File: src/rtl/alu_exec_unit.sv
// alu_exec_unit: register-file execution unit with a valid/ready instruction port.
// Logic, shift, compare and load ops write back at the accept edge. MUL, MULH, DIV
// and MOD take one shift-add or restoring-divide step per cycle, DATA_W steps in all.
//
//   state  | meaning
//   S_IDLE | ready for an instruction; single-cycle ops execute here
//   S_ITER | iterative multiply/divide in flight; instr_ready low
module alu_exec_unit #(
  parameter int DATA_W   = 8,
  parameter int NUM_REGS = 8,
  parameter int ADDR_W   = $clog2(NUM_REGS)
) (
  input  logic              clk,
  input  logic              rst_n,
  input  logic              instr_valid,
  output logic              instr_ready,
  input  logic [4:0]        instr_op,
  input  logic [ADDR_W-1:0] instr_rd,
  input  logic [ADDR_W-1:0] instr_rs,
  input  logic [DATA_W-1:0] instr_imm,
  output logic              result_valid,
  output logic [DATA_W-1:0] result,
  output logic              flag_zero,
  output logic              flag_carry,
  output logic              flag_sign,
  output logic              flag_parity,
  output logic              flag_overflow,
  input  logic [ADDR_W-1:0] dbg_addr,
  output logic [DATA_W-1:0] dbg_data
);

  localparam int CNT_W = $clog2(DATA_W + 1);
  localparam int MSB   = DATA_W - 1;

  localparam logic [4:0] OP_ADD  = 5'd0;
  localparam logic [4:0] OP_SUB  = 5'd1;
  localparam logic [4:0] OP_MUL  = 5'd2;
  localparam logic [4:0] OP_DIV  = 5'd3;
  localparam logic [4:0] OP_MOD  = 5'd4;
  localparam logic [4:0] OP_AND  = 5'd5;
  localparam logic [4:0] OP_OR   = 5'd6;
  localparam logic [4:0] OP_XOR  = 5'd7;
  localparam logic [4:0] OP_GT   = 5'd8;
  localparam logic [4:0] OP_LT   = 5'd9;
  localparam logic [4:0] OP_EQ   = 5'd10;
  localparam logic [4:0] OP_NE   = 5'd11;
  localparam logic [4:0] OP_MOV  = 5'd12;
  localparam logic [4:0] OP_SHL  = 5'd13;
  localparam logic [4:0] OP_SHR  = 5'd14;
  localparam logic [4:0] OP_LDI  = 5'd15;
  localparam logic [4:0] OP_MULH = 5'd16;

  typedef enum logic {S_IDLE, S_ITER} state_t;

  state_t            r_state;
  state_t            w_state_n;

  logic [DATA_W-1:0] r_regs [NUM_REGS];
  logic [CNT_W-1:0]  r_cnt;
  logic [DATA_W-1:0] r_hi;
  logic [DATA_W-1:0] r_lo;
  logic [DATA_W-1:0] r_opnd;
  logic [4:0]        r_op;
  logic [ADDR_W-1:0] r_rd;
  logic              r_divz;

  logic [DATA_W-1:0] w_a;
  logic [DATA_W-1:0] w_b;
  logic              w_accept;
  logic              w_iter_done;
  logic              w_is_iter;

  logic              w_first;
  logic              w_s_div;
  logic [DATA_W-1:0] w_s_hi;
  logic [DATA_W-1:0] w_s_lo;
  logic [DATA_W-1:0] w_s_opnd;
  logic [DATA_W:0]   w_mul_sum;
  logic [DATA_W-1:0] w_mul_hi_n;
  logic [DATA_W-1:0] w_mul_lo_n;
  logic [DATA_W:0]   w_div_sh;
  logic              w_div_ge;
  logic [DATA_W-1:0] w_div_diff;
  logic [DATA_W-1:0] w_div_rem_n;
  logic [DATA_W-1:0] w_div_quo_n;
  logic [DATA_W-1:0] w_step_hi;
  logic [DATA_W-1:0] w_step_lo;

  logic [DATA_W:0]   w_add_full;
  logic [DATA_W-1:0] w_sub;

  logic              w_we;
  logic [ADDR_W-1:0] w_wr_addr;
  logic [DATA_W-1:0] w_wr_data;
  logic              w_wr_carry;
  logic              w_wr_ovf;

  assign w_a      = r_regs[instr_rd];
  assign w_b      = r_regs[instr_rs];
  assign dbg_data = r_regs[dbg_addr];

  assign w_is_iter = (instr_op == OP_MUL) || (instr_op == OP_MULH) ||
                     (instr_op == OP_DIV) || (instr_op == OP_MOD);

  // The accept edge performs the first iteration step straight from the register
  // file, so the step inputs come from A/B in IDLE and from the working regs in ITER.
  assign w_first  = (r_state == S_IDLE);
  assign w_s_div  = w_first ? ((instr_op == OP_DIV) || (instr_op == OP_MOD))
                            : ((r_op == OP_DIV) || (r_op == OP_MOD));
  assign w_s_hi   = w_first ? '0 : r_hi;
  assign w_s_lo   = w_first ? (w_s_div ? w_a : w_b) : r_lo;
  assign w_s_opnd = w_first ? (w_s_div ? w_b : w_a) : r_opnd;

  // Shift-add multiply: hi accumulates, lo holds the multiplier and fills with product bits.
  assign w_mul_sum  = {1'b0, w_s_hi} + (w_s_lo[0] ? {1'b0, w_s_opnd} : '0);
  assign w_mul_hi_n = w_mul_sum[DATA_W:1];
  assign w_mul_lo_n = {w_mul_sum[0], w_s_lo[DATA_W-1:1]};

  // Restoring divide: hi is the partial remainder, lo shifts dividend out and quotient in.
  // A zero divisor always "fits", which yields an all-ones quotient and remainder == A.
  assign w_div_sh    = {w_s_hi, w_s_lo[MSB]};
  assign w_div_ge    = (w_div_sh >= {1'b0, w_s_opnd});
  assign w_div_diff  = w_div_sh[DATA_W-1:0] - w_s_opnd;
  assign w_div_rem_n = w_div_ge ? w_div_diff : w_div_sh[DATA_W-1:0];
  assign w_div_quo_n = {w_s_lo[DATA_W-2:0], w_div_ge};

  assign w_step_hi = w_s_div ? w_div_rem_n : w_mul_hi_n;
  assign w_step_lo = w_s_div ? w_div_quo_n : w_mul_lo_n;

  assign w_add_full = {1'b0, w_a} + {1'b0, w_b};
  assign w_sub      = w_a - w_b;

  // State register.
  always_ff @(posedge clk) begin
    if (!rst_n) r_state <= S_IDLE;
    else        r_state <= w_state_n;
  end

  // Next state, handshake, and completion of the iterative op.
  // The counter is one more than the steps still to run, so the last step is at 2.
  always_comb begin
    w_state_n   = r_state;
    instr_ready = 1'b0;
    w_accept    = 1'b0;
    w_iter_done = 1'b0;
    case (r_state)
      S_IDLE: begin
        instr_ready = 1'b1;
        w_accept    = instr_valid;
        if (instr_valid && w_is_iter) w_state_n = S_ITER;
      end
      S_ITER: begin
        if (r_cnt == CNT_W'(2)) begin
          w_iter_done = 1'b1;
          w_state_n   = S_IDLE;
        end
      end
      default: w_state_n = S_IDLE;
    endcase
  end

  // Iterative datapath: capture operands at accept, then one step per cycle.
  always_ff @(posedge clk) begin
    if (!rst_n) begin
      r_cnt  <= '0;
      r_hi   <= '0;
      r_lo   <= '0;
      r_opnd <= '0;
      r_op   <= '0;
      r_rd   <= '0;
      r_divz <= 1'b0;
    end else if (w_accept && w_is_iter) begin
      r_cnt  <= CNT_W'(DATA_W);
      r_hi   <= w_step_hi;
      r_lo   <= w_step_lo;
      r_opnd <= w_s_opnd;
      r_op   <= instr_op;
      r_rd   <= instr_rd;
      r_divz <= (w_b == '0);
    end else if (r_state == S_ITER) begin
      r_cnt  <= r_cnt - CNT_W'(1);
      r_hi   <= w_step_hi;
      r_lo   <= w_step_lo;
    end
  end

  // Writeback selection: finishing iterative op, or a single-cycle op at accept.
  always_comb begin
    w_we       = 1'b0;
    w_wr_addr  = instr_rd;
    w_wr_data  = '0;
    w_wr_carry = 1'b0;
    w_wr_ovf   = 1'b0;
    if (w_iter_done) begin
      w_we      = 1'b1;
      w_wr_addr = r_rd;
      case (r_op)
        OP_MUL: begin
          w_wr_data = w_step_lo;
          w_wr_ovf  = (w_step_hi != '0);
        end
        OP_MULH: begin
          w_wr_data = w_step_hi;
          w_wr_ovf  = (w_step_hi != '0);
        end
        OP_DIV: begin
          w_wr_data = w_step_lo;
          w_wr_ovf  = r_divz;
        end
        default: begin
          w_wr_data = w_step_hi;
          w_wr_ovf  = r_divz;
        end
      endcase
    end else if (w_accept && !w_is_iter) begin
      w_we = 1'b1;
      case (instr_op)
        OP_ADD: begin
          w_wr_data  = w_add_full[DATA_W-1:0];
          w_wr_carry = w_add_full[DATA_W];
          w_wr_ovf   = (w_a[MSB] == w_b[MSB]) && (w_add_full[MSB] != w_a[MSB]);
        end
        OP_SUB: begin
          w_wr_data  = w_sub;
          w_wr_carry = (w_a < w_b);
          w_wr_ovf   = (w_a[MSB] != w_b[MSB]) && (w_sub[MSB] != w_a[MSB]);
        end
        OP_AND: w_wr_data = w_a & w_b;
        OP_OR:  w_wr_data = w_a | w_b;
        OP_XOR: w_wr_data = w_a ^ w_b;
        OP_GT:  w_wr_data = {{(DATA_W-1){1'b0}}, (w_a >  w_b)};
        OP_LT:  w_wr_data = {{(DATA_W-1){1'b0}}, (w_a <  w_b)};
        OP_EQ:  w_wr_data = {{(DATA_W-1){1'b0}}, (w_a == w_b)};
        OP_NE:  w_wr_data = {{(DATA_W-1){1'b0}}, (w_a != w_b)};
        OP_MOV: w_wr_data = w_b;
        OP_SHL: begin
          w_wr_data  = {w_a[DATA_W-2:0], 1'b0};
          w_wr_carry = w_a[MSB];
        end
        OP_SHR: begin
          w_wr_data  = {1'b0, w_a[DATA_W-1:1]};
          w_wr_carry = w_a[0];
        end
        OP_LDI: w_wr_data = instr_imm;
        default: w_we = 1'b0;
      endcase
    end
  end

  // Register file write port.
  always_ff @(posedge clk) begin
    if (!rst_n) begin
      for (int i = 0; i < NUM_REGS; i++) r_regs[i] <= '0;
    end else if (w_we) begin
      r_regs[w_wr_addr] <= w_wr_data;
    end
  end

  // Result, valid pulse and flags; flags hold across cycles with no write.
  always_ff @(posedge clk) begin
    if (!rst_n) begin
      result_valid  <= 1'b0;
      result        <= '0;
      flag_zero     <= 1'b0;
      flag_carry    <= 1'b0;
      flag_sign     <= 1'b0;
      flag_parity   <= 1'b0;
      flag_overflow <= 1'b0;
    end else begin
      result_valid <= w_we;
      if (w_we) begin
        result        <= w_wr_data;
        flag_zero     <= (w_wr_data == '0);
        flag_carry    <= w_wr_carry;
        flag_sign     <= w_wr_data[MSB];
        flag_parity   <= ~^w_wr_data;
        flag_overflow <= w_wr_ovf;
      end
    end
  end

endmodule

File: config.mk
export PLATFORM = sky130hd
export DESIGN_NAME = alu_exec_unit
export DESIGN_NICKNAME = d
export VERILOG_FILES = /design/src/rtl/alu_exec_unit.sv
export SDC_FILE = /design/constraint.sdc
export NUM_CORES = 1
export LEC_CHECK = 0
export CAP_MARGIN = 20
export CORE_AREA = 8 8 146 148
export CTS_BUF_LIST = sky130_fd_sc_hd__clkbuf_4 sky130_fd_sc_hd__clkbuf_8
export CTS_CLUSTER_SIZE = 8
export DETAILED_ROUTE_END_ITERATION = 8
export DIE_AREA = 0 0 154 156
export GPL_ROUTABILITY_DRIVEN = 1
export MAX_ROUTING_LAYER = met4
export PLACE_DENSITY = 0.65
export SKIP_LAST_GASP = 1
export SYNTH_ARGS = -nofsm -noshare
export SYNTH_HDL_FRONTEND = slang
export SYNTH_SLANG_ARGS = --single-unit
File: constraint.sdc
create_clock -name clk -period 13.15 [get_ports clk]
set_input_delay 2.63 -clock clk [delete_from_list [all_inputs] [get_ports clk]]
set_output_delay 2.63 -clock clk [all_outputs]
set_load 0.03 [all_outputs]
Yosys cells after proc, flatten, opt, wreduce, memory -nomap -nowiden:

Memory sizes are Yosys's and may differ from the RTL's.
Index checks and enable logic that the tools add are counted.

* bits in registers: 52
* bits in latches: 0
* bits in writable memories: 64
* ROM bits: 0
* output and inout bits: 23
* logic and storage cells: 124
* memories kept: 1

* $add $sub $neg: 5
* multipliers: 0
* div/mod/pow operators: 0
* order comparisons: 3
* eq/ne operators: 27
* shifts and indexed selects: 0
* mux-type cells: 45
* bitwise operators: 5
* reduce and logical (&&, ||, !) cells: 22

Memories
* r_regs: depth 8, bits a word 8, read ports 3, clocked after memory_dff 0, wr ports 8, line 58 `logic [DATA_W-1:0] r_regs [NUM_REGS];`

Operators with widths (count)
* 8-bit 2-to-1 mux: 17
* 8-bit one-hot mux with 13 select lines: 1
* 5-bit by 4-bit equality test with 1-bit output, second input constant: 8
* 5-bit by 3-bit equality test with 1-bit output, second input constant: 5
* 5-bit by 2-bit equality test with 1-bit output, second input constant: 4
* 1-bit 2-to-1 mux: 20
* 8-bit by 8-bit adder with 9-bit output: 2
* 8-bit zero test: 2
* 8-bit subtractor: 2
* 13-bit OR reduction: 1
* 5-bit equality test, second input constant: 2
* 9-bit by 8-bit >= comparator with 1-bit output: 1
* 8-bit bitwise AND: 1
* 8-bit equality test: 1
* 8-bit > comparator: 1
* 8-bit < comparator: 1
* 4-bit 2-to-1 mux: 2
* 8-bit inequality test: 1
* 8-bit OR: 1
* 8-bit nonzero test: 1
* 8-bit OR reduction: 1
* 8-bit XNOR reduction: 1
* 8-bit XOR: 1
* 3-bit 2-to-1 mux: 2
* 14 further kinds: 28

Logic depth before layout (Yosys ltp):

Gate-level depths: netlist of run 1.

* depth in word-level cells: 13
* gate-level depth with buffers: 24

Worst setup path after synthesis of run 1:

OpenSTA, ideal clock, no wires.

* path kind: in2reg
* from: input instr_op[2]
* to: register flag_parity
* setup time: 0.128 ns
* arrival time: 7.296 ns
* required time: 13.022 ns
* path slack: 5.727 ns
* stages: 24
* buffers on the path: 3
* cells stage by stage: clkbuf_1 nand3b_1 a2111oi_4 nor2_1 buf_4 buf_2 nor2_1 a211oi_1 a21oi_1 nor2_1 ha_1 fa_1 a211oi_1 o21ai_0 and3b_1 o21ai_0 o211ai_1 a32oi_2 ha_1 xor2_1 xnor2_1 nor2_1 a21oi_1 nor2_1

* longest elaborated chain between the ends: 11
* elaborated cells on any way between the ends: 44

Ends and longest elaborated chain
* start, declared: line 17 `input logic [4:0] instr_op,`
* 5-bit by 2-bit equality test with 1-bit output or 5-bit by 3-bit equality test with 1-bit output (tied branches): line 103, 108
* 1-bit logical OR: line 108 `assign w_s_div = w_first ? ((instr_op == OP_DIV) || (instr_op == OP_MOD))`
* 1-bit 2-to-1 mux: line 108
* 8-bit 2-to-1 mux, on equally long branches (2 in a row): line 112, 111
* 8-bit 2-to-1 mux (tied with other cells): line 115 `assign w_mul_sum = {1'b0, w_s_hi} + (w_s_lo[0] ? {1'b0, w_s_opnd} : '0);`
* 8-bit by 8-bit adder with 9-bit output or 8-bit 2-to-1 mux (tied branches): line 115, 124
* 8-bit 2-to-1 mux, on equally long branches: line 127, 128
* 8-bit 2-to-1 mux: line 197 `case (r_op)`
* 8-bit 2-to-1 mux: line 194 `if (w_iter_done) begin`
* 8-bit XNOR reduction: line 276 `flag_parity <= ~^w_wr_data;`
* end signal, assigned: line 276
* end, declared: line 26 `output logic flag_parity,`

Parallel ways exist; a longest one is shown, timed or not.
A chain may end at the register's enable or synchronous reset.

Final worst setup path of run 1:

* from: input instr_op[0]
* to: register flag_parity

Same word-level chain as after synthesis.

==> results.ini, run 1 <==
[clock_network]
tritoncts.num_buffers = 17
cts_setup_buffers = 0
cts-htree-levels = 4
clk_pin_slew_worst_paths_ps = 70
root_driver = clkbuf_8
cts_hold_buf = 0
maximum_root_to_sink_buffer_count = 2
clk_latency_ps = 450
tritoncts = done
clock_sinks = 115
cts-resized-gates = 0

[logic_synthesis]
synthesis.area_mm2 = 0.00890
synthesis.nets = 1007
yosysWarningCount = 0
post_synthesis_register_bit_count = 115
netlist_top_cells_area = edfxtp_1 22%, mux4_2 12%, dfxtp_1 11%
netlist_instances = 932
syn_avg_cell_area_um2 = 9.55
synth_async_sr_flop_share = 0
ys_seq_area_frac = 0.331
synth_edf_count = 64
netlist.area_leader.share = 0.216
ys_dominant_reg_cell = edfxtp_1
yosys.area.top_type = edfxtp_1
post_synth_num_cell_types = 81

[run]
cap_viol_max_count = 0

[timing]
fmax_mhz = 112
layout_min_cycle_time_ps = 8920
grt_setup_unrepaired = no
timing.final.max_slew_violations = 0
fin_crit_sh = 0.678
final.setup.tns_ps = 0
timing_worst_slew_pin_value_ps = 1150
worst_slew_margin_rel = 0.225
holdWs_ps = 456
post_route_skew_ps = 18.6
setup_violations = 0
final-hold-violation-count = 0

[finish]
nNetsFinal = 1036
antenna_cells_inserted = 0
most-common-layout-cells = 114 x nor2_1, 82 x nand2_1, 72 x a21oi_1, 64 x edfxtp_1, 51 x dfxtp_1
layout.cells.most_common = nor2_1
fillers = 1739
post_layout_nonfiller_instances = 1212
share_of_layout_cells_above_drive_strength_1 = 0.132
layout-area-overhead-vs-synth_pct = 11.7
register_area_mm2 = 0.00294
footprint_of_the_multi_input_gates_mm2 = 0.00560

[floorplanning]
placeableCoreArea_mm2 = 0.0191
die_height_um = 156
fp.dieW_um = 154
die_area_mm2 = 0.0240
rows = 51
initial_core_util = 0.467
design.portCount = 48

[power]
leakage_component_of_the_power_nw = 3.57
report.power.total_w = 0.000994
power.density_cell_area_mw_per_mm2 = 100
ir_drop_mv = 0.0988

[worst_setup_path]
critPathArrivalTime_ps = 9230
slowest_delay_ps = 770
timing.critical_path.required_ps = 13460
critical_path.slowest_cell = clkdlybuf4s50_1
critical_path_peak_fanout = 28
worstSetupStartpointType = input pin
setup.worst_path.end_class = register
worst_path_buffer_plus_inverter_count = 1
cpLargestDelayFamily = compound AO/OA/AOI/OAI gates
rrSetupSlack_ps = 6450
critical_path.most_common_cell = a21oi_1
timing.critical_path.cells = clkdlybuf4s50_1, or3b_1, a2111o_1, nand2b_1, o21ai_0, nand2_1, o21ai_0, ha_1, a21o_1, a21oi_1, a21oi_1, o21ai_1, a21oi_1, o21ai_1, and2_1, ha_1, xnor2_1, xnor2_1, nor2_1, a21oi_1, nor2_1
timing.setup.critical_path_class = in2reg

[global_route]
via_count_of_the_first_global_routing_pass = 7575
grt_pass1_wl_um = 44300
grt_start_max_net_pins = 42
grt_antenna_before_repair = 0
track_usage = 0.245
globalRouteOverflowTotal = 0

[routing]
post-route-drc-count = 0
detailedRoute.firstIterationViolations = 646
postRouteWirelength_um = 28700
number_of_vias_in_the_routed_layout = 7944
dr.pass1.iters = 5
number_of_routed_nets_with_antenna_violations = 0
wire_length_per_cell_after_detailed_routing_um = 23.7
via_per_inst = 6.55

[placed_design]
io_buffers = 47
place_inst = 1180
finalWeightedCongestion = 0.981
dpl.hpwl_um = 21000

[hold_path]
hold_path_class = reg2reg

[status]
status = complete, no violations

==> worst reg2reg max path: stages, from the launching register on <==
cell and delay, ps:
dfxtp_1 390, or3b_1 420, a2111oi_4 870, nand2b_1 840
o21ai_0 270, nand2_1 110, o21ai_0 160, ha_1 420
a21o_1 180, a21oi_1 290, a21oi_1 210, o21ai_1 470
a21oi_1 130, o21ai_1 770, and2_1 230, ha_1 240
xnor2_1 190, xnor2_1 140, nor2_1 50, a21oi_1 140
nor2_1 50
==> flip-flops by register name, summed over array words and instances (netlist names), 3 cells and up <==
| register | count |
|---|---|
| r_regs | 64 |
| r_hi | 8 |
| r_lo | 8 |
| r_opnd | 8 |
| result | 8 |
| r_op | 5 |
| r_cnt | 4 |
| r_rd | 3 |
==> kinds of logic after synthesis <==
group | share of synthesized area
adder cells (fa/ha/maj) | 0.0737
XOR/XNOR | 0.0187
flip-flops | 0.331
buffers and inverters | 0.0410
AO/OA/AOI/OAI | 0.199
multiplexers | 0.169
AND/OR/NAND/NOR | 0.167
==> layer usage <==
metal,share of wire,vias up,global-route usage,routed length [µm]
met1,0.43,3862,0.326,12400
met2,0.44,412,0.362,12600
met5,0,-,-,0
li1,-,3610,-,-
met3,0.099,60,0.0560,2830
met4,0.029,0,0.0793,820
==> power by group <==
part | switching [W] | leakage (nW) | internal [W]
Sequential | 0.0000121 | 1.08 | 0.000393
Clock | 0.000161 | 0.178 | 0.000150
Combinational | 0.000170 | 2.32 | 0.000109
Total | 0.000343 | 3.57 | 0.000651
==> layout make-up <==
cell class	count	area share
multi-input cells	728	0.564
clock buffers	17	0.0235
well taps	238	0.0300
clock inverters	15	0.0128
inverters	34	0.0128
flip-flops and latches	115	0.296
repair buffers	65	0.0609
==> worst paths after layout <==
kind              depth (start not counted)              startpoint                  endpoint
hold reg to reg                           2  result[4]$_SDFFE_PN0N_    result[4]$_SDFFE_PN0N_
setup reg to reg                         20    r_op[2]$_SDFFE_PN0P_  flag_parity$_SDFFE_PN0N_
setup / recovery                         21             instr_op[0]  flag_parity$_SDFFE_PN0N_
hold / removal                            2  result[4]$_SDFFE_PN0N_    result[4]$_SDFFE_PN0N_
==> per-stage QoR <==
step | utilization | area [µm²] | setup WS [ps]
final | 0.521 | 9940 | 4230
after global routing | 0.521 | 9940 | 3680
after CTS | 0.521 | 9940 | 4340
after detailed placement | 0.502 | 9580 | 3900
after global placement | 0.502 | 9580 | 3830
after floorplan | - | 8900 | 5730
==> synthesized netlist by cell type, drive strengths merged (3+ instances only) <==
library cell and count:
o211ai 10, clkbuf 36, inv 32, o31a 4, nand3b 7, fa 4
nand2b 8, nand2 82, o21bai 3, o22a 4, ha 46, a2111oi 3
mux2 10, o2111ai 6, mux4 48, xnor2 13, or3b 3, o22ai 8
xor2 6, dfxtp 51, buf 19, a211o 4, nand4 13, nor2 114
and2 12, edfxtp 64, a221oi 3, nor3 16, nor4 8, a21oi 73
a211oi 35, a21o 6, a31oi 5, or3 10, a311oi 3, mux2i 31
o221ai 4, and3 5, o21ai 51, o21a 3, a22oi 5, nand3 16
nor2b 10
Power figures use the tool's default switching activity.
==> run 2: changes to the inputs <==
==> constraint.sdc (replaced) <==
create_clock -name clk -period 8.9 [get_ports clk]
set_input_delay 1.78 -clock clk [delete_from_list [all_inputs] [get_ports clk]]
set_output_delay 1.78 -clock clk [all_outputs]
set_load 0.03 [all_outputs]
==> run 2 against run 1 <==
Worst hold slack gained 9.5 ps. Register-to-register slack worse by 4800 ps. Non-clock buffer count increased by 15. Final area grew 1.2%. Worst setup slack lost 3000 ps. Highest routed layer unchanged. Clock skew decreased by 5.7 ps. Sequential share of layout area fell by 0.36 points. Global-route usage grew 0.071 points. Critical path type unchanged. Die area unchanged. Sequential power increased by 47%.
==> results.ini, run 2 (synthesis gave the netlist of run 1 again) <==
[routing]
detailedRoute.firstIterationViolations = 788  ; was 646
number_of_routed_nets_with_antenna_violations = 0  ; unchanged
wire_length_per_cell_after_detailed_routing_um = 23.3  ; was 23.7 µm
post-route-drc-count = 0  ; unchanged
number_of_vias_in_the_routed_layout = 8031  ; was 7944
dr.pass1.iters = 5  ; unchanged
via_per_inst = 6.55  ; about the same
postRouteWirelength_um = 28500  ; was 28700 µm

[clock_network]
cts_hold_buf = 0  ; unchanged
clock_sinks = 115  ; unchanged
cts-resized-gates = 0  ; unchanged
maximum_root_to_sink_buffer_count = 2  ; unchanged
cts-htree-levels = 4  ; unchanged
cts_setup_buffers = 0  ; unchanged
root_driver = clkbuf_8  ; unchanged
clk_latency_ps = 470  ; was 450 ps
tritoncts.num_buffers = 17  ; unchanged
tritoncts = done  ; unchanged
clk_pin_slew_worst_paths_ps = 80  ; was 70 ps

[global_route]
grt_antenna_before_repair = 0  ; unchanged
globalRouteOverflowTotal = 0  ; unchanged
grt_start_max_net_pins = 40  ; was 42
grt_pass1_wl_um = 44400  ; was 44300 µm
via_count_of_the_first_global_routing_pass = 7809  ; was 7575
track_usage = 0.245  ; about the same

[placed_design]
finalWeightedCongestion = 0.947  ; was 0.981
io_buffers = 47  ; unchanged
dpl.hpwl_um = 20800  ; was 21000 µm
place_inst = 1195  ; was 1180

[finish]
nNetsFinal = 1051  ; was 1036
largest_register = r_regs  ; unchanged
final_core_utilization = 0.527  ; was 0.521
post_layout_nonfiller_instances = 1227  ; was 1212
layout.cells.most_common = nor2_1  ; unchanged
antenna_cells_inserted = 0  ; unchanged
share_of_layout_cells_above_drive_strength_1 = 0.148  ; was 0.132
most-common-layout-cells = 114 x nor2_1, 82 x nand2_1, 72 x a21oi_1, 64 x edfxtp_1, 51 x dfxtp_1  ; unchanged
largest_register_ffs = 64  ; unchanged
layout-area-overhead-vs-synth_pct = 13.0  ; was 11.7%

[timing]
worst_slew_margin_rel = 0.279  ; was 0.225
timing_worst_slew_pin_value_ps = 1080  ; was 1150 ps
fin_crit_sh = 0.858
fmax_mhz = 131
post_route_skew_ps = 13.0  ; was 18.6 ps
final.setup.tns_ps = 0  ; unchanged
timing.final.max_slew_violations = 0  ; unchanged
final-hold-violation-count = 0  ; unchanged
grt_setup_unrepaired = no  ; unchanged
layout_min_cycle_time_ps = 7640
holdWs_ps = 465  ; was 456 ps
setup_violations = 0  ; unchanged

[worst_setup_path]
critPathArrivalTime_ps = 7980  ; was 9230 ps
slowest_delay_ps = 800  ; was 770 ps
cpLargestDelayFamily = compound AO/OA/AOI/OAI gates  ; unchanged
worst_path_buffer_plus_inverter_count = 4  ; was 1
critical_path.slowest_cell = clkdlybuf4s50_1  ; unchanged
critical_path.most_common_cell = a21oi_1  ; unchanged
worstSetupStartpointType = input pin  ; unchanged
timing.critical_path.cells = clkdlybuf4s50_1, buf_4, mux4_2, mux2i_1, buf_4, inv_1, o21ai_0, nand2_1, o21ai_0, ha_1, a21oi_1, nand2b_1, o311ai_0, o21ai_1, a21oi_1, o21ai_1, and2_1, ha_1, xnor2_1, xnor2_1, nor2_1, a21oi_1, nor2_1  ; was clkdlybuf4s50_1, or3b_1, a2111o_1, nand2b_1, o21ai_0, nand2_1, o21ai_0, ha_1, a21o_1, a21oi_1, a21oi_1, o21ai_1, a21oi_1, o21ai_1, and2_1, ha_1, xnor2_1, xnor2_1, nor2_1, a21oi_1, nor2_1
timing.setup.critical_path_class = in2reg  ; unchanged
timing.critical_path.required_ps = 9240  ; was 13460 ps
critical_path_peak_fanout = 15  ; was 28
setup.worst_path.end_class = register  ; unchanged

[floorplanning]
design.portCount = 48  ; unchanged
initial_core_util = 0.467  ; unchanged
rows = 51  ; unchanged
die_area_mm2 = 0.0240  ; unchanged
die_height_um = 156  ; unchanged
placeableCoreArea_mm2 = 0.0191  ; unchanged
fp.dieW_um = 154  ; unchanged

[status]
status = complete, no violations  ; unchanged

[run]
cap_viol_max_count = 0  ; unchanged

[power]
leakage_component_of_the_power_nw = 3.66  ; was 3.57 nW
ir_drop_mv = 0.115  ; was 0.0988 mV
report.power.total_w = 0.00148  ; was 0.000994 W
power.density_cell_area_mw_per_mm2 = 147  ; was 100 mW/mm²

[hold_path]
hold_path_class = reg2reg  ; unchanged

==> run 2: worst min-delay path, delay by kind of cell, from the launching register on <==
family | cells | cell delay (ps)
AOI/OAI and AO/OA | 1 | 50
DFF | 1 | 320
and+or+nand+nor | 1 | 50
==> run 2: area by class of cell <==
class	count	area [µm²]
Inverter	34	128
Sequential cell	115	2940
Multi-Input combinational cell	728	5600
Timing Repair Buffer	80	718
Clock buffer	17	234
Clock inverter	15	139
Fill cell	1752	9020
Tap cell	238	298
==> run 2: final timing paths <==
kind | start | end | slack (ps) | cells after the start
worst max-delay path | instr_rd[1] | flag_parity$_SDFFE_PN0N_ | 1260 | 23
worst min-delay path | result[2]$_SDFFE_PN0N_ | result[2]$_SDFFE_PN0N_ | 470 | 2
worst max register to register | r_state$_SDFF_PN0_ | flag_parity$_SDFFE_PN0N_ | 1680 | 22
worst min register to register | result[2]$_SDFFE_PN0N_ | result[2]$_SDFFE_PN0N_ | 470 | 2
==> run 2: metal layers <==
metal,vias up,wire (µm),GRT usage
met2,404,12800,0.374
met3,74,2770,0.0584
li1,3642,-,-
met1,3911,11900,0.306
met4,0,1010,0.110
met5,-,0,-
==> run 2: power breakdown <==
part	internal, W	switching [W]	leakage, nW	total, W
registers	0.000580	0.0000163	1.08	0.000597
logic	0.000166	0.000249	2.39	0.000416
clock network	0.000205	0.000262	0.191	0.000467
==> run 2: per-stage QoR <==
| stage | area, µm² | setup WS [ps] |
|---|---|---|
| floorplan | 8900 | 2330 |
| global placement | 9690 | 937 |
| detailed placement | 9690 | 935 |
| CTS | 10100 | 1370 |
| global route | 10100 | 853 |
| finish | 10100 | 1260 |
==> run 3: changes to the inputs <==
--- a/config.mk
+++ b/config.mk
@@ -6,6 +6,8 @@
 export NUM_CORES = 1
 export LEC_CHECK = 0
 export CAP_MARGIN = 20
+export CELL_PAD_IN_SITES_DETAIL_PLACEMENT = 0
+export CELL_PAD_IN_SITES_GLOBAL_PLACEMENT = 1
 export CORE_AREA = 8 8 146 148
 export CTS_BUF_LIST = sky130_fd_sc_hd__clkbuf_4 sky130_fd_sc_hd__clkbuf_8
 export CTS_CLUSTER_SIZE = 8
@@ -13,7 +15,8 @@
 export DIE_AREA = 0 0 154 156
 export GPL_ROUTABILITY_DRIVEN = 1
 export MAX_ROUTING_LAYER = met4
-export PLACE_DENSITY = 0.65
+export PLACE_DENSITY_LB_ADDON = 0.1
+export SETUP_SLACK_MARGIN = 0.02
 export SKIP_LAST_GASP = 1
 export SYNTH_ARGS = -nofsm -noshare
 export SYNTH_HDL_FRONTEND = slang
==> run 3 against run 2 <==
Sequential cell count stayed put. Worst hold slack worse by 7.1 ps. Combinational power is 2% higher. Utilization is 0.63 points higher. Register-to-register slack better by 690 ps. Cell count is 0.16% higher. Die area stayed put. Fmax is 0.99% higher. Final area is 1.2% higher. Non-clock buffer count is 2 higher. Power is 7.9% higher. Critical path type unchanged. Largest cell class unchanged. Highest routed layer unchanged. Sequential share of layout area is 0.34 points lower.
==> results.ini, run 3 (synthesis gave the netlist of run 1 again) <==
[status]
status = complete, no violations  ; unchanged

[floorplanning]
die_height_um = 156  ; unchanged
fp.dieW_um = 154  ; unchanged
placeableCoreArea_mm2 = 0.0191  ; unchanged
die_area_mm2 = 0.0240  ; unchanged
rows = 51  ; unchanged
design.portCount = 48  ; unchanged
initial_core_util = 0.467  ; unchanged

[hold_path]
worstHoldEndpoint = result[5]$_SDFFE_PN0N_  ; was result[2]$_SDFFE_PN0N_
hold_startpoint = result[5]$_SDFFE_PN0N_  ; was result[2]$_SDFFE_PN0N_
hold_path_class = reg2reg  ; unchanged
hold-path-cell-count = 2  ; unchanged

[worst_setup_path]
cpLargestDelayFamily = compound AO/OA/AOI/OAI gates  ; unchanged
timing.critical_path.cells = clkdlybuf4s50_1, or3b_1, a2111oi_4, nor2_1, buf_4, nor2_1, a211oi_1, a21oi_1, nor2_1, ha_1, fa_1, a21oi_1, nor3_1, or3_1, nand3_1, o2111ai_1, a22oi_2, ha_1, xnor2_1, xnor2_1, nor2_1, a21oi_1, nor2_1  ; was clkdlybuf4s50_1, buf_4, mux4_2, mux2i_1, buf_4, inv_1, o21ai_0, nand2_1, o21ai_0, ha_1, a21oi_1, nand2b_1, o311ai_0, o21ai_1, a21oi_1, o21ai_1, and2_1, ha_1, xnor2_1, xnor2_1, nor2_1, a21oi_1, nor2_1
worstSetupStartpointType = input pin  ; unchanged
critical_path.most_common_cell = nor2_1  ; was a21oi_1
worst_path_buffer_plus_inverter_count = 2  ; was 4
rrSetupSlack_ps = 2370  ; was 1680 ps
crit-reg2reg-capture = flag_parity$_SDFFE_PN0N_  ; unchanged
critical_path_peak_fanout = 20  ; was 15
timing.critical_path.required_ps = 9250  ; was 9240 ps
critical_path_origin = instr_op[2]  ; was instr_rd[1]
timing.setup.critical_path_class = in2reg  ; unchanged
reg2reg_depth = 20  ; was 22
slowest_delay_ps = 840  ; was 800 ps
timing.rr.start = r_state$_SDFF_PN0_  ; unchanged
critPathArrivalTime_ps = 7910  ; was 7980 ps
setup.worst_path.end_class = register  ; unchanged
critical_path.slowest_cell = clkdlybuf4s50_1  ; unchanged

[global_route]
grt_antenna_before_repair = 0  ; unchanged
via_count_of_the_first_global_routing_pass = 8047  ; was 7809
grt_start_max_net_pins = 37  ; was 40
track_usage = 0.260  ; was 0.245
grt_pass1_wl_um = 46900  ; was 44400 µm
grt_use_met2 = 0.414  ; was 0.374
globalRouteOverflowTotal = 0  ; unchanged
busiest_layer = met2  ; unchanged
grt_util_met3 = 0.0438  ; was 0.0584
global_route.usage.met1 = 0.333  ; was 0.306

[clock_network]
cts-htree-levels = 4  ; unchanged
cts-resized-gates = 0  ; unchanged
clk_pin_slew_worst_paths_ps = 80  ; about the same
tritoncts = done  ; unchanged
root_driver = clkbuf_8  ; unchanged
cts_hold_buf = 0  ; unchanged
tritoncts.num_buffers = 17  ; unchanged
clock_sinks = 115  ; unchanged
maximum_root_to_sink_buffer_count = 2  ; unchanged
cts_setup_buffers = 0  ; unchanged
clk_latency_ps = 460  ; was 470 ps

[placed_design]
io_buffers = 47  ; unchanged
detailed_place.area_mm2 = 0.00973  ; was 0.00969 mm²
dpl.hpwl_um = 23000  ; was 20800 µm
finalWeightedCongestion = 0.931  ; was 0.947
place_inst = 1197  ; was 1195

[finish]
layout.cells.most_common = nor2_1  ; unchanged
footprint_of_the_multi_input_gates_mm2 = 0.00561  ; was 0.00560 mm²
antenna_cells_inserted = 0  ; unchanged
post_layout_nonfiller_instances = 1229  ; was 1227
largest_register_ffs = 64  ; unchanged
layout-area-overhead-vs-synth_pct = 14.4  ; was 13.0%
fillers = 1725  ; was 1752
most-common-layout-cells = 114 x nor2_1, 82 x nand2_1, 72 x a21oi_1, 64 x edfxtp_1, 51 x dfxtp_1  ; unchanged
nNetsFinal = 1053  ; was 1051
register_area_mm2 = 0.00294  ; unchanged
largest_register = r_regs  ; unchanged
share_of_layout_cells_above_drive_strength_1 = 0.150  ; was 0.148
final_instance_area_mm2 = 0.0102  ; was 0.0101 mm²

[timing]
setup_violations = 0  ; unchanged
post_route_skew_ps = 22.4  ; was 13.0 ps
layout_min_cycle_time_ps = 7560  ; was 7640 ps
fmax_mhz = 132  ; was 131 MHz
timing_worst_slew_pin_value_ps = 1050  ; was 1080 ps
final-hold-violation-count = 0  ; unchanged
grt_setup_unrepaired = no  ; unchanged
timing.final.max_slew_violations = 0  ; unchanged
fin_crit_sh = 0.850  ; was 0.858
final.setup.tns_ps = 0  ; unchanged
worst_slew_margin_rel = 0.295  ; was 0.279

[routing]
dr.pass1.iters = 5  ; unchanged
wire_length_per_cell_after_detailed_routing_um = 24.6  ; was 23.3 µm
number_of_routed_nets_with_antenna_violations = 0  ; unchanged
detailedRoute.firstIterationViolations = 851  ; was 788
number_of_vias_in_the_routed_layout = 8115  ; was 8031
postRouteWirelength_um = 30200  ; was 28500 µm
via_per_inst = 6.60  ; was 6.55
post-route-drc-count = 0  ; unchanged

[power]
ir_drop_mv = 0.110  ; was 0.115 mV
leakage_component_of_the_power_nw = 3.71  ; was 3.66 nW
power.density_cell_area_mw_per_mm2 = 157  ; was 147 mW/mm²

[run]
cap_viol_max_count = 0  ; unchanged

==> run 3: changes by cell type in the layout (fill, tap and decap cells not counted), sizes merged <==
cell    previous run  this run
buf               33        35
clkbuf            17        19
inv               40        39
clkinv             8         3
bufinv             0         4
==> run 3: area by class of cell <==
class,instances,share of cell area
Multi-Input combinational cell,728,0.551
Sequential cell,115,0.289
Timing Repair Buffer,82,0.0737
Tap cell,238,0.0292
Clock buffer,19,0.0257
Clock inverter,13,0.0189
Inverter,34,0.0125
==> run 3: routing by layer <==
| metal | vias to the layer above | wire length, µm |
|---|---|---|
| li1 | 3641 | - |
| met1 | 3989 | 13200 |
| met2 | 416 | 14100 |
| met3 | 69 | 2160 |
| met4 | 0 | 822 |
| met5 | - | 0 |
==> run 3: worst max path at each step <==
stage	end	slack [ps]	cells past startpoint
6_report	flag_parity$_SDFFE_PN0N_	1340	23
5_1_grt	flag_parity$_SDFFE_PN0N_	840	23
4_1_cts	flag_parity$_SDFFE_PN0N_	1420	24
3_5_place_dp	flag_parity$_SDFFE_PN0N_	970	23
3_3_place_gp	flag_parity$_SDFFE_PN0N_	960	24
2_1_floorplan	flag_parity$_SDFFE_PN0N_	2330	24
==> run 3: metrics by stage <==
stage          hold WS (ps)  utilization  total power [W]  setup slack, ps
4_1_cts                 460        0.534          0.00159             1420
3_5_place_dp            450        0.510          0.00102              973
5_1_grt                 481        0.534          0.00166              835
3_3_place_gp            448        0.508          0.00102              961
2_1_floorplan           449            -         0.000884             2330
6_report                458        0.534          0.00160             1340
==> run 3: worst min-delay path, cell delays in order, from the launching register on <==
cell	delay (ps)
dfxtp_1	310
nand2_1	50
a21oi_1	50
==> run 3: where the power goes <==
part | leakage, nW | internal [W] | switching, W
Clock | 0.229 | 0.000325 | 0.000251
Sequential | 1.08 | 0.000581 | 0.0000167
Combinational | 2.41 | 0.000167 | 0.000256
